==> src/rtl/pdh_dma_arbiter_if.sv <==
// pdh_dma_arbiter_if -- requester and DMA-side bus of the two-way DMA arbiter.
//
// Handshake rules (one place for all of them):
//   * Requester n offers a word by raising req_valid_i[n] with the word on
//     req_data_i[n*DATA_WIDTH +: DATA_WIDTH]. The word moves on a rising edge
//     where req_valid_i[n] and req_ready_o[n] are both high. At most one
//     req_ready_o bit is high in any cycle.
//   * dma_enable_o high means dma_data_o holds a word for the DMA controller.
//     It stays high, with dma_data_o stable, until the controller pulses
//     dma_finished_i for one cycle to say the word is committed.
//   * dma_enable_o then drops for at least one cycle before the next word.
//
// The slave modport is the arbiter; the master modport is its environment
// (the requesters plus the DMA controller).
interface pdh_dma_arbiter_if #(
   parameter int DATA_WIDTH = 64
);
   logic [1:0]              req_valid_i;
   logic [2*DATA_WIDTH-1:0] req_data_i;
   logic [1:0]              req_ready_o;
   logic                    dma_enable_o;
   logic [DATA_WIDTH-1:0]   dma_data_o;
   logic                    dma_finished_i;

   modport master (
      output req_valid_i, req_data_i, dma_finished_i,
      input  req_ready_o, dma_enable_o, dma_data_o
   );

   modport slave (
      input  req_valid_i, req_data_i, dma_finished_i,
      output req_ready_o, dma_enable_o, dma_data_o
   );
endinterface

==> src/rtl/pdh_dma_arbiter.sv <==
// pdh_dma_arbiter -- round-robin arbiter feeding words from two requesters
// into one DMA controller, one word in flight at a time, with bursts of up to
// BURST_WORDS words per grant and per-requester commit counters.
//
// Optional feature: define PDH_DMA_ARB_TIMEOUT_EN to enable a watchdog that
// abandons a word after TIMEOUT_CYCLES BUSY cycles without dma_finished_i and
// raises the sticky err_timeout_o flag. Without it err_timeout_o is 0.
//
// state_o is a debug view of the FSM: 0 = IDLE, 1 = BUSY, 2 = NEXT.
module pdh_dma_arbiter #(
   parameter int DATA_WIDTH     = 64,
   parameter int BURST_WORDS    = 16,
   parameter int TIMEOUT_CYCLES = 1024
) (
   input  logic                aclk,
   input  logic                rst_ni,
   pdh_dma_arbiter_if.slave    bus,
   input  logic                clr_i,
   output logic                grant_o,
   output logic                busy_o,
   output logic [31:0]         cnt0_o,
   output logic [31:0]         cnt1_o,
   output logic                err_timeout_o,
   output logic [1:0]          state_o
);

   typedef enum logic [1:0] {
      S_IDLE = 2'd0,
      S_BUSY = 2'd1,
      S_NEXT = 2'd2
   } state_t;

   localparam int BW = $clog2(BURST_WORDS + 1);
   typedef logic [$clog2(TIMEOUT_CYCLES + 1)-1:0] wd_t;

   state_t                state_q, state_d;
   logic                  grant_q, grant_d;
   logic                  last_q, last_d;
   logic [BW-1:0]         beat_q, beat_d;
   logic [DATA_WIDTH-1:0] data_q, data_d;
   logic [DATA_WIDTH-1:0] word0, word1;
   logic [1:0]            ready;
   logic                  commit;
   logic                  timeout;
   logic [31:0]           cnt0_q, cnt1_q;

   assign word0 = bus.req_data_i[DATA_WIDTH-1:0];
   assign word1 = bus.req_data_i[2*DATA_WIDTH-1:DATA_WIDTH];

   // Arbitration, burst continuation and commit decisions.
   always_comb begin
      state_d = state_q;
      grant_d = grant_q;
      last_d  = last_q;
      beat_d  = beat_q;
      data_d  = data_q;
      ready   = 2'b00;
      commit  = 1'b0;
      case (state_q)
         S_IDLE: begin
            if (bus.req_valid_i != 2'b00) begin
               // Both valid: the one that did not go last wins.
               if (bus.req_valid_i == 2'b11) grant_d = ~last_q;
               else                          grant_d = bus.req_valid_i[1];
               ready[grant_d] = 1'b1;
               data_d  = grant_d ? word1 : word0;
               beat_d  = BW'(1);
               state_d = S_BUSY;
            end
         end
         S_BUSY: begin
            if (bus.dma_finished_i) begin
               commit  = 1'b1;
               state_d = S_NEXT;
            end else if (timeout) begin
               last_d  = grant_q;
               state_d = S_IDLE;
            end
         end
         S_NEXT: begin
            if ((beat_q < BW'(BURST_WORDS)) && bus.req_valid_i[grant_q]) begin
               ready[grant_q] = 1'b1;
               data_d  = grant_q ? word1 : word0;
               beat_d  = beat_q + BW'(1);
               state_d = S_BUSY;
            end else begin
               last_d  = grant_q;
               state_d = S_IDLE;
            end
         end
         default: state_d = S_IDLE;
      endcase
   end

   // FSM state register.
   always_ff @(posedge aclk or negedge rst_ni) begin
      if (!rst_ni) state_q <= S_IDLE;
      else         state_q <= state_d;
   end

   // Grant, round-robin history, beat count and pending word.
   always_ff @(posedge aclk or negedge rst_ni) begin
      if (!rst_ni) begin
         grant_q <= 1'b0;
         last_q  <= 1'b1;
         beat_q  <= '0;
         data_q  <= '0;
      end else begin
         grant_q <= grant_d;
         last_q  <= last_d;
         beat_q  <= beat_d;
         data_q  <= data_d;
      end
   end

   // Commit counters; clear beats a same-cycle commit.
   always_ff @(posedge aclk or negedge rst_ni) begin
      if (!rst_ni) begin
         cnt0_q <= '0;
         cnt1_q <= '0;
      end else if (clr_i) begin
         cnt0_q <= '0;
         cnt1_q <= '0;
      end else if (commit) begin
         if (grant_q) cnt1_q <= cnt1_q + 32'd1;
         else         cnt0_q <= cnt0_q + 32'd1;
      end
   end

`ifdef PDH_DMA_ARB_TIMEOUT_EN
   wd_t  wd_q;
   logic err_q;

   assign timeout = (state_q == S_BUSY) && !bus.dma_finished_i &&
                    (wd_q == wd_t'(TIMEOUT_CYCLES - 1));

   // Watchdog: counts consecutive BUSY cycles without a commit.
   always_ff @(posedge aclk or negedge rst_ni) begin
      if (!rst_ni)                                          wd_q <= '0;
      else if ((state_q != S_BUSY) || bus.dma_finished_i || timeout) wd_q <= '0;
      else                                                  wd_q <= wd_q + wd_t'(1);
   end

   // Sticky timeout flag, cleared only by clr_i or reset.
   always_ff @(posedge aclk or negedge rst_ni) begin
      if (!rst_ni)      err_q <= 1'b0;
      else if (clr_i)   err_q <= 1'b0;
      else if (timeout) err_q <= 1'b1;
   end

   assign err_timeout_o = err_q;
`else
   assign timeout       = 1'b0;
   assign err_timeout_o = 1'b0;
`endif

   // Ready is forced low while reset is held, even if requesters are valid.
   assign bus.req_ready_o  = rst_ni ? ready : 2'b00;
   assign bus.dma_enable_o = (state_q == S_BUSY);
   assign bus.dma_data_o   = data_q;
   assign grant_o          = grant_q;
   assign busy_o           = (state_q != S_IDLE);
   assign cnt0_o           = cnt0_q;
   assign cnt1_o           = cnt1_q;
   assign state_o          = state_q;

endmodule
==> src/flat_wrapper.sv <==
// flat-port wrapper written by rule: the top's interface ports become plain ports
module pdh_dma_arbiter_flat 
#(
   parameter int DATA_WIDTH     = 64,
   parameter int BURST_WORDS    = 16,
   parameter int TIMEOUT_CYCLES = 1024
)
  (aclk, rst_ni, clr_i, grant_o, busy_o, cnt0_o, cnt1_o, err_timeout_o, state_o, bus_req_valid_i, bus_req_data_i, bus_dma_finished_i, bus_req_ready_o, bus_dma_enable_o, bus_dma_data_o);
  pdh_dma_arbiter_if #(.DATA_WIDTH(DATA_WIDTH)) bus_i ();
  input  logic aclk;
  input  logic rst_ni;
  input  logic clr_i;
  output logic grant_o;
  output logic busy_o;
  output logic [31:0] cnt0_o;
  output logic [31:0] cnt1_o;
  output logic err_timeout_o;
  output logic [1:0] state_o;
  input wire logic [$bits(bus_i.req_valid_i)-1:0] bus_req_valid_i;
  input wire logic [$bits(bus_i.req_data_i)-1:0] bus_req_data_i;
  input wire logic [$bits(bus_i.dma_finished_i)-1:0] bus_dma_finished_i;
  output wire logic [$bits(bus_i.req_ready_o)-1:0] bus_req_ready_o;
  output wire logic [$bits(bus_i.dma_enable_o)-1:0] bus_dma_enable_o;
  output wire logic [$bits(bus_i.dma_data_o)-1:0] bus_dma_data_o;
  assign bus_i.req_valid_i = bus_req_valid_i;
  assign bus_i.req_data_i = bus_req_data_i;
  assign bus_i.dma_finished_i = bus_dma_finished_i;
  assign bus_req_ready_o = bus_i.req_ready_o;
  assign bus_dma_enable_o = bus_i.dma_enable_o;
  assign bus_dma_data_o = bus_i.dma_data_o;
  pdh_dma_arbiter #(.DATA_WIDTH(DATA_WIDTH), .BURST_WORDS(BURST_WORDS), .TIMEOUT_CYCLES(TIMEOUT_CYCLES)) u_core (.aclk(aclk), .rst_ni(rst_ni), .bus(bus_i), .clr_i(clr_i), .grant_o(grant_o), .busy_o(busy_o), .cnt0_o(cnt0_o), .cnt1_o(cnt1_o), .err_timeout_o(err_timeout_o), .state_o(state_o));
endmodule
==> config.mk <==
export PLATFORM = sky130hd
export DESIGN_NAME = pdh_dma_arbiter_flat
export DESIGN_NICKNAME = d
export VERILOG_FILES = /design/src/rtl/pdh_dma_arbiter_if.sv /design/src/rtl/pdh_dma_arbiter.sv /design/src/flat_wrapper.sv
export SDC_FILE = /design/constraint.sdc
export NUM_CORES = 1
export LEC_CHECK = 0
export ABC_AREA = 1
export ABC_CLOCK_PERIOD_IN_PS = 1720
export BUFFER_PORTS_ARGS = -buffer_cell sky130_fd_sc_hd__buf_2
export CAP_MARGIN = 30
export CORE_MARGIN = 3
export CORE_UTILIZATION = 53
export CTS_BUF_LIST = sky130_fd_sc_hd__clkbuf_2 sky130_fd_sc_hd__clkbuf_4 sky130_fd_sc_hd__clkbuf_8
export CTS_CLUSTER_DIAMETER = 50
export DETAILED_ROUTE_END_ITERATION = 10
export PLACE_DENSITY_LB_ADDON = 0.05
export SYNTH_ARGS = -nofsm -noshare
export SYNTH_HDL_FRONTEND = slang
export SYNTH_SLANG_ARGS = --single-unit
==> constraint.sdc <==
create_clock -name aclk -period 1.72 [get_ports aclk]
set_input_delay 0.258 -clock aclk [delete_from_list [all_inputs] [get_ports aclk]]
set_output_delay 0.258 -clock aclk [all_outputs]
set_load 0.1 [all_outputs]
==> metrics.log <==
INFO  metric finalCriticalPeriod = roughly 2.0 ns
INFO  metric layout.cells.non_filler = 1,730
INFO  metric clock_pin_slew_reported_for_the_worst_setup_and_hold_paths_after_clock_tree_synthesis = around 0.070 ns
INFO  metric multi_input_comb_area = between 0.004 and 0.005 mm^2
INFO  metric clk_root_buffer_cell = sky130_fd_sc_hd__clkbuf_8
INFO  metric worst-setup-path-type = flip-flop to primary output
INFO  metric final.fill_count = between 1,000 and 1,500
INFO  metric final.setup_skew = roughly 0.0096 ns
INFO  metric tritoncts = built
INFO  metric first_pass_iters = 5
INFO  metric wirelength = around 28,000 um
INFO  metric layout.cells.most_common = sky130_fd_sc_hd__buf_2
INFO  metric die-height = ~130 um
INFO  metric grt_start_max_net_pins = approximately 110
INFO  metric numCtsBuffers = 17
INFO  metric vias_per_cell = approximately 5.5
INFO  metric synth-seq-cells = 137
INFO  metric grt_remaining_overflow = 0
INFO  metric ys_seq_area_share = ~41%
INFO  metric synth_area = 0.008317 mm^2
INFO  metric min_path_cells = 2
INFO  metric number_of_antenna_violations_at_the_first_check_in_global_routing = 3
INFO  metric pin_count = 270
INFO  metric routabilityCongestion = between 0.8 and 0.9
INFO  metric clk_latency = about 0.47 ns
INFO  metric hold_ws = 0.01166 ns
INFO  metric cell_pwr_density = approximately 1800 mW/mm^2
INFO  metric timing.slew.headroom = 64.65%
INFO  metric violated_checks = negative setup slack
INFO  metric worst_pin_slew = between 0.5 and 0.6 ns
INFO  metric cts_max_path_buffers = 2
INFO  metric fin_setup_tns = -0.6763 ns
INFO  metric achievable-frequency = about 500 MHz
INFO  metric sequential_cell_area = 0.003525 mm^2
INFO  metric utilization_after_layout = 73.85%
INFO  metric drt.antenna.violating_nets = 0
INFO  metric via_count = approximately 9,400
INFO  metric drive_above_1_share = 31.33%
INFO  metric cap_violations = 0
INFO  metric critPathMaxFanout = 3
INFO  metric synth_area_per_cell = a little under 7 um^2
INFO  metric grt_first_pass_wirelength = 41,030 um
INFO  metric nets = between 1,500 and 2,000
INFO  metric synthDistinctLibCells = 32
INFO  metric cts.sinks = between 100 and 150
INFO  metric worst_path_setup_slack_after_routing = -0.3139 ns
INFO  metric yosys_synthesis_warning_count = 0
INFO  metric final-max-slew-violation-count = 0
INFO  metric holdCritPathClass = input pin to flip-flop
INFO  metric power.leakage = approximately 5.3 nW
INFO  metric avgRoutedWirePerCell = roughly 16 um
INFO  metric timing.reg2reg.worst_path_depth = 9
INFO  metric fin_total_pwr = 20.22 mW
INFO  metric critPathArrivalTime = 1.78 ns
INFO  metric first_global_vias = between 8,000 and 9,000
INFO  metric worst_path_required_time = between 1 and 1.5 ns
INFO  metric drt_drc_violations_left = 0
INFO  metric global_route.usage.total = between 20% and 30%
INFO  metric hold_violations = 0
INFO  metric layout_common_cells = sky130_fd_sc_hd__buf_2, sky130_fd_sc_hd__nor2_1, sky130_fd_sc_hd__nand2_1, sky130_fd_sc_hd__a21oi_1, sky130_fd_sc_hd__o21ai_0
INFO  metric num_rows = 45
INFO  metric worstSetupStartpointType = flip-flop
INFO  metric crit_path_end_kind = primary output
INFO  metric fin_crit_sh = 118.2%
INFO  metric hpwl = 17,860 um
INFO  metric setup-violations-final = 8
INFO  metric area_overhead_of_the_layout_relative_to_synthesis = 35.49%
INFO  metric die-width = 131.3 um
INFO  metric core_region_area = roughly 0.015 mm^2
INFO  metric initial_utilization = ~55%
INFO  metric rsz0062_at_grt = yes
INFO  metric postSynthNetCount = between 1,000 and 1,500
INFO  metric synthesis.instances = 1,218
INFO  metric status = finished, violations left
INFO  metric htree_num_levels = 4
INFO  metric placed_insts = 1,657
INFO  metric drt_iter0_markers = 847
INFO  metric port_buffers = about 270
INFO  metric ir_drop = roughly 2.0 mV
INFO  metric floorplan.die_area = between 0.015 and 0.02 mm^2
## cells in the mapped netlist
cell type	count	area (um^2)
sky130_fd_sc_hd__conb_1	1	3.750
sky130_fd_sc_hd__nor2_4	1	11.26
sky130_fd_sc_hd__and3_1	1	6.260
sky130_fd_sc_hd__dfstp_2	1	26.28
sky130_fd_sc_hd__nor3_1	4	20.02
sky130_fd_sc_hd__nor2_2	9	56.30
sky130_fd_sc_hd__and2_1	1	6.260
sky130_fd_sc_hd__a31oi_1	64	400.4
sky130_fd_sc_hd__xnor2_1	1	8.760
sky130_fd_sc_hd__nand3_2	1	10.01
sky130_fd_sc_hd__inv_1	132	495.5
sky130_fd_sc_hd__inv_2	6	22.52
sky130_fd_sc_hd__nand4_1	1	6.260
sky130_fd_sc_hd__nand3_1	47	235.2
sky130_fd_sc_hd__clkbuf_1	24	90.09
sky130_fd_sc_hd__nor3b_1	1	7.510
sky130_fd_sc_hd__buf_1	2	7.510
sky130_fd_sc_hd__o22ai_1	1	6.260
sky130_fd_sc_hd__ha_1	3	37.54
sky130_fd_sc_hd__a22oi_1	1	7.510
sky130_fd_sc_hd__nand2_1	196	735.7
sky130_fd_sc_hd__nand2_2	3	18.77
sky130_fd_sc_hd__a22o_1	1	8.760
sky130_fd_sc_hd__o21ai_0	146	730.7
sky130_fd_sc_hd__nand3b_1	3	22.52
sky130_fd_sc_hd__dfrtp_1	136	3403
sky130_fd_sc_hd__buf_6	7	78.83
sky130_fd_sc_hd__a21oi_1	161	805.8
sky130_fd_sc_hd__o21ai_1	7	35.03
sky130_fd_sc_hd__buf_2	29	145.1
sky130_fd_sc_hd__nor2_1	223	837.1
sky130_fd_sc_hd__buf_4	4	30.03
## per-layer routing
metal | vias up | GRT usage (%) | wire, um
li1 | 4603 | - | -
met1 | 4358 | 35.99 | 11120
met2 | 420 | 47.61 | 13450
met3 | 67 | 7.504 | 2239
met4 | 0 | 11.26 | 903
met5 | - | 0 | 0
## stage by stage
stage	setup WS [ns]	instance area (um^2)
finish	-0.3139	11270
floorplan	-0.2759	8492
global placement	0.1038	10130
global route	-0.3804	11270
detailed placement	0.04070	10130
CTS	-0.2892	10640
## report_power, final
group	switching (mW)	leakage [nW]	total [mW]	internal [mW]
registers	0.543	1.60	4.63	4.09
clock network	1.27	0.210	2.69	1.42
logic	9.67	3.46	12.9	3.23
## repair_timing
item / 4_1_cts / 5_1_grt
endpoints found under the hold margin: 136 / 0
pin swaps: 4 / 14
hold buffers: 1 / 0
setup endpoints to repair: 3 / 87
gates resized for setup: 6 / 43
setup buffers: 10 / 9
gates cloned: 0 / 20
## worst paths after layout
kind	startpoint	endpoint	slack, ns
max in group asynchronous	rst_ni	u_core.cnt0_o[1]	0.93
worst max register to register	u_core.state_o[1]	u_core.bus.dma_data_o[51]	-0.02
worst max-delay path	u_core.state_o[1]	bus_req_ready_o[0]	-0.31
worst min register to register	u_core.cnt1_o[12]	u_core.cnt1_o[12]	0.49
worst min-delay path	clr_i	u_core.cnt1_o[13]	0.01
min in group asynchronous	rst_ni	u_core.bus.dma_data_o[53]	0.39
## worst max-delay path: stages, from the launching register on
cell and delay, ns:
sky130_fd_sc_hd__dfrtp_4 0.50, sky130_fd_sc_hd__buf_6 0.13, sky130_fd_sc_hd__nand2_4 0.06, sky130_fd_sc_hd__inv_2 0.04, sky130_fd_sc_hd__nand3_2 0.08, sky130_fd_sc_hd__inv_2 0.06
sky130_fd_sc_hd__a22oi_2 0.19, sky130_fd_sc_hd__nor2_4 0.07, sky130_fd_sc_hd__buf_12 0.16
## flip-flops by register name, indices dropped and copies added, names as in the netlist
| name | flops |
|---|---|
| u_core.cnt0_o | 32 |
| u_core.beat_q | 5 |
| u_core.grant_o | 1 |
| u_core.cnt1_o | 32 |
| u_core.state_o | 2 |
| u_core.last_q | 1 |
| u_core.bus.dma_data_o | 64 |
## cell type report
type / instances / area share, %
Antenna cell: 3 / 0.06662
Clock buffer: 29 / 3.098
Multi-Input combinational cell: 880 / 37.69
Clock inverter: 3 / 0.3553
Sequential cell: 137 / 31.28
Tap cell: 211 / 2.343
Timing Repair Buffer: 329 / 20.42
Inverter: 138 / 4.752
## cell families (layout without fill, tap and decap cells)
| family | Yosys count | in the layout | share of synthesized area, % |
|---|---|---|---|
| AO/OA/AOI/OAI | 381 | 381 | 23.98 |
| other | 1 | 4 | 0.04509 |
| AND/OR/NAND/NOR | 491 | 494 | 23.73 |
| XOR/XNOR | 1 | 1 | 0.1053 |
| buffers and inverters | 204 | 499 | 10.46 |
| flip-flops | 137 | 137 | 41.24 |
| adder cells (fa/ha/maj) | 3 | 3 | 0.4514 |
No activity file was read; power rests on OpenSTA's default activity.
